===== src/rtl/renamed_register_file.sv =====
// +---------------------------------------------------------------------------+
// | Module  : renamed_register_file                                           |
// | Purpose : Architectural integer register file with per-register ROB       |
// |           rename tags, commit forwarding and mispredict flush.            |
// | Revision: 1.0 - initial release                                           |
// +---------------------------------------------------------------------------+
`default_nettype none

module renamed_register_file #(
   parameter int XLEN      = 32,
   parameter int NUM_REGS  = 32,
   parameter int REG_IDX_W = 5,
   parameter int ROB_WIDTH = 4
) (
   input  logic                 clk_in,
   input  logic                 rst_in,
   input  logic                 rdy_in,
   input  logic                 flush_in,
   input  logic                 issue_valid,
   input  logic [REG_IDX_W-1:0] issue_rs1,
   input  logic [REG_IDX_W-1:0] issue_rs2,
   input  logic [REG_IDX_W-1:0] issue_rd,
   input  logic [ROB_WIDTH-1:0] issue_rd_tag,
   output logic [XLEN-1:0]      rs_value_1,
   output logic [XLEN-1:0]      rs_value_2,
   output logic [ROB_WIDTH-1:0] rs_tag_1,
   output logic [ROB_WIDTH-1:0] rs_tag_2,
   output logic                 rs_valid_1,
   output logic                 rs_valid_2,
   input  logic                 commit_valid,
   input  logic [REG_IDX_W-1:0] commit_rd,
   input  logic [ROB_WIDTH-1:0] commit_tag,
   input  logic [XLEN-1:0]      commit_value
);

   logic [XLEN-1:0]      value_q [NUM_REGS];
   logic [XLEN-1:0]      value_d [NUM_REGS];
   logic [ROB_WIDTH-1:0] tag_q   [NUM_REGS];
   logic [ROB_WIDTH-1:0] tag_d   [NUM_REGS];
   logic [NUM_REGS-1:0]  busy_q;
   logic [NUM_REGS-1:0]  busy_d;

   logic                 commit_en;
   logic                 rename_en;
   logic                 fwd_1;
   logic                 fwd_2;

   assign commit_en = rdy_in & commit_valid & (commit_rd != '0);
   assign rename_en = rdy_in & issue_valid & ~flush_in & (issue_rd != '0);

   // Lookups read pre-update state, so an instruction never sees its own rename.
   always_comb begin
      fwd_1 = rdy_in & commit_valid & ~flush_in & busy_q[issue_rs1]
              & (tag_q[issue_rs1] == commit_tag) & (issue_rs1 != '0);
      fwd_2 = rdy_in & commit_valid & ~flush_in & busy_q[issue_rs2]
              & (tag_q[issue_rs2] == commit_tag) & (issue_rs2 != '0);

      rs_value_1 = fwd_1 ? commit_value : value_q[issue_rs1];
      rs_value_2 = fwd_2 ? commit_value : value_q[issue_rs2];
      rs_valid_1 = fwd_1 | ~busy_q[issue_rs1];
      rs_valid_2 = fwd_2 | ~busy_q[issue_rs2];
      rs_tag_1   = tag_q[issue_rs1];
      rs_tag_2   = tag_q[issue_rs2];
   end

   always_comb begin
      value_d = value_q;
      tag_d   = tag_q;
      busy_d  = busy_q;

      if (commit_en) begin
         value_d[commit_rd] = commit_value;
         // A tag mismatch means a younger producer still owns the register.
         if (busy_q[commit_rd] && (tag_q[commit_rd] == commit_tag)) begin
            busy_d[commit_rd] = 1'b0;
         end
      end

      if (rdy_in && flush_in) begin
         busy_d = '0;
      end else if (rename_en) begin
         tag_d[issue_rd]  = issue_rd_tag;
         busy_d[issue_rd] = 1'b1;
      end

      value_d[0] = '0;
      tag_d[0]   = '0;
      busy_d[0]  = 1'b0;
   end

   always_ff @(posedge clk_in or posedge rst_in) begin
      if (rst_in) begin
         for (int i = 0; i < NUM_REGS; i++) begin
            value_q[i] <= '0;
            tag_q[i]   <= '0;
         end
         busy_q <= '0;
      end else begin
         value_q <= value_d;
         tag_q   <= tag_d;
         busy_q  <= busy_d;
      end
   end

endmodule

`default_nettype wire

===== config.mk =====
export PLATFORM = sky130hd
export DESIGN_NAME = renamed_register_file
export DESIGN_NICKNAME = d
export VERILOG_FILES = /design/src/rtl/renamed_register_file.sv
export SDC_FILE = /design/constraint.sdc
export NUM_CORES = 2
export LEC_CHECK = 0
export ABC_CLOCK_PERIOD_IN_PS = 34900
export BUFFER_PORTS_ARGS = -buffer_cell sky130_fd_sc_hd__buf_2
export CELL_PAD_IN_SITES_DETAIL_PLACEMENT = 2
export CELL_PAD_IN_SITES_GLOBAL_PLACEMENT = 2
export CORE_UTILIZATION = 43
export CTS_CLUSTER_SIZE = 40
export DETAILED_ROUTE_END_ITERATION = 6
export GPL_TIMING_DRIVEN = 0
export HOLD_SLACK_MARGIN = 0.05
export PLACE_DENSITY = 0.82
export SLEW_MARGIN = 40
export SYNTH_ARGS = -nofsm -noshare
export SYNTH_HDL_FRONTEND = slang
export SYNTH_SLANG_ARGS = --single-unit

===== constraint.sdc =====
create_clock -name clk_in -period 34.9 [get_ports clk_in]
set_input_delay 1.745 -clock clk_in [delete_from_list [all_inputs] [get_ports clk_in]]
set_output_delay 1.745 -clock clk_in [all_outputs]
set_load 0.005 [all_outputs]

==> summary.txt <==
Run status
  – Status: finished, final reports clean

Placed design
  – Hpwl dp: 186000 um
  – IO buf count: 133
  – Routability Congestion: 0.917
  – Placed inst area: 67600 um^2
  – Setup WS pre-CTS: 26.96 ns

Die
  – Starting Density: 43.6%
  – Total die area: 150000 um^2
  – Core Area: 146000 um^2
  – Row Count: 140
  – Boundary pin count: 140
  – Die width: 387 um
  – Die height: 387 um

GRT
  – Grt ovf: 0
  – Vias in the first global route: 52100
  – Antenna violations before repair: 8
  – Pin count of the biggest net entering global routing: 79
  – First-pass GRT wire length: 404000 um
  – GRT Total Usage: 37.9%

Critical path
  – Crit path cell chain: buf_6 -> buf_6 -> buf_4 -> buf_4 -> buf_2 -> buf_2 -> clkbuf_1 -> mux4_2 -> mux4_2 -> nor2_1 -> nor2_1 -> mux2_4 -> buf_2
  – Crit-path max cell delay: 0.75 ns
  – CP arrival: 6.32 ns
  – Kind of critical path: input port to primary output
  – CP Launch Type: input port
  – CP endpoint kind: primary output
  – CP required: 33.15 ns
  – Crit-path most repeated cell: buf_2
  – CP max-delay cell: clkbuf_1
  – CP Max Fanout: 10
  – Family with the most delay on the worst path: buffers and inverters
  – WP buf/inv: 8

Clock tree
  – CTS tree: built
  – Buffer depth of the longest clock path: 3
  – CTS sink count: 1147
  – H-tree depth: 4
  – Total CTS buffers: 134
  – Hold_buf cts: 0
  – Clock transition at path regs: 0.05 ns
  – Post_cts resized: 0
  – Clock root buffer: clkbuf_16
  – Setup Buffers After CTS: 0
  – Clock latency on the worst-skew pair: 0.82 ns

Cells and area
  – Nets: 4599
  – Finished Cell Area: 72300 um^2
  – Post-layout util: 49.4%
  – Layout area overhead: 13.3%
  – Share of layout cells above drive strength 1: 55.5%

Route
  – WL final: 283000 um
  – Via count: 47000
  – Number of vias per cell: 7.16
  – WL/cell: 43.2 um
  – DRT Pass-1 Iters: 5
  – Post-route DRC: 0
  – Antenna Nets Post-Route: 0
  – 1st-iter DRT viols: 5212

Synth
  – Sequential-to-total area share from yosys stat: 45.0%
  – Post-synth EDFFs: 0
  – Syn Nets: 4305
  – Top cells by area, synth: dfrtp_1 (45%), mux4_2 (23%), mux2_2 (21%), clkbuf_1 (1.6%), nor2_1 (1.4%)
  – Fraction of registers with async set or reset after synthesis: 100%
  – Ys flop type: dfrtp_1
  – Synth warn: 0
  – Register bit count reported by yosys: 1147
  – Mapped Area: 63800 um^2
  – Post-Synthesis Cells: 4239
  – Share of the synthesized area in the top cell type: 45.0%
  – Post-synth top area cell: dfrtp_1
  – Mean Syn Cell Area: 15.0 um^2
  – Post-synthesis cell type count: 67

Timing
  – FMAX: 124 MHz
  – Max_slew headroom: 34.8%
  – Tcrit/Tclk final: 23.1%
  – Setup tns final: 0 ns
  – Worst Skew: 0.0301 ns
  – Setup WS post-layout: 26.84 ns
  – Hold WS: 0.525 ns
  – Pins Over Slew Limit: 0
  – Final Hold Fails: 0
  – Least-Margin Pin Slew: 0.974 ns
  – Min cycle time layout: 8.06 ns
  – Final setup viols: 0
  – RSZ-0062 raised after global routing: no

Run
  – Count of maximum capacitance violations: 0

Power
  – Leak: 32.2 nW
  – Pwr per Cell Area: 53.7 nW/um^2
  – Worst IR Drop VDD: 0.0399 mV

Worst hold path
  – Hold crit path type: register to register
[synth_stat cells (4+ instances only)]
cell type,instances
mux2_2,1203
dfrtp_1,1147
mux4_2,653
clkbuf_1,278
nor2_1,234
nand2_1,133
mux2i_1,79
buf_1,65
buf_2,59
o21ai_0,42
a22o_1,37
mux2_4,30
nor2b_1,28
a22oi_1,22
nand3_1,19
buf_4,18
o21ai_1,16
a31o_1,15
buf_6,10
nor3_1,10
a21oi_1,9
nand2b_1,9
o22ai_1,9
inv_1,8
xnor2_1,7
mux4_1,6
nand4_1,6
nor3b_1,6
a21o_1,5
and3_1,5
nor4_1,5
or2_2,5
and2_1,4
[registers in the layout, indices dropped and copies added, names as in the netlist]
name     count
busy_q      31
tag_q      124
value_q    992
[cell usage in the layout (no fill, tap or decap), types with 42 or more instances in the layout]
cell type  instances
mux4_2           653
dfrtp_1         1147
buf_2            242
clkbuf_16        138
o21ai_0           42
mux2i_1           79
clkbuf_2         135
clkbuf_1         170
mux2_2          1203
nand2_1          132
nor2_1           219
[final cells by class]
class                      instances  area, um^2
sequential                      1147       28700
fill                           13400       74200
antenna                            9        22.5
inverter                          10        45.0
timing repair buffer             158        1170
clock inverter                    53         648
multi-input combinational       2652       33300
clock buffer                     188        3920
buffer                           430        2060
tap                             1917        2400
[cell families after synthesis]
| logic type | synth area share [%] |
|---|---|
| simple gates | 3.36 |
| flops | 45.0 |
| buf+inv | 2.93 |
| xor+xnor | 0.124 |
| compound gates | 2.08 |
| mux | 46.5 |
[where the power goes]
group          total, mW  leakage, nW  switching (mW)  internal (mW)
Combinational      0.718         14.6           0.348          0.370
Clock               1.51         2.25           0.635          0.876
Sequential          1.66         15.3           0.162           1.49
[metal layers]
metal	vias up	global-route usage, %	routed length (um)
met5	-	0	63
met4	8	24.9	21100
met3	1152	10.4	27300
met2	3285	59.7	133000
met1	25600	45.9	102000
li1	17000	-	-
[path summary, 6_finish.rpt]
| check | from | end | slack [ns] | cells past startpoint |
|---|---|---|---|---|
| min reg2reg | value_q[298] | value_q[298] | 0.52 | 1 |
| max reg2reg | busy_q[9] | busy_q[16] | 31.28 | 9 |
| min in group asynchronous | rst_in | value_q[39] | 0.87 | 2 |
| max in group asynchronous | rst_in | value_q[247] | 31.82 | 7 |
| min | value_q[298] | value_q[298] | 0.52 | 1 |
| max | issue_rs1[1] | rs_value_1[10] | 26.84 | 13 |
[through the flow]
step	total power [mW]	std cells
floorplan	2.08	4239
global placement	2.27	6289
detailed placement	2.34	6312
CTS	3.87	6553
global route	3.96	6555
finish	3.88	6564
(Power assumes the default switching activity.)
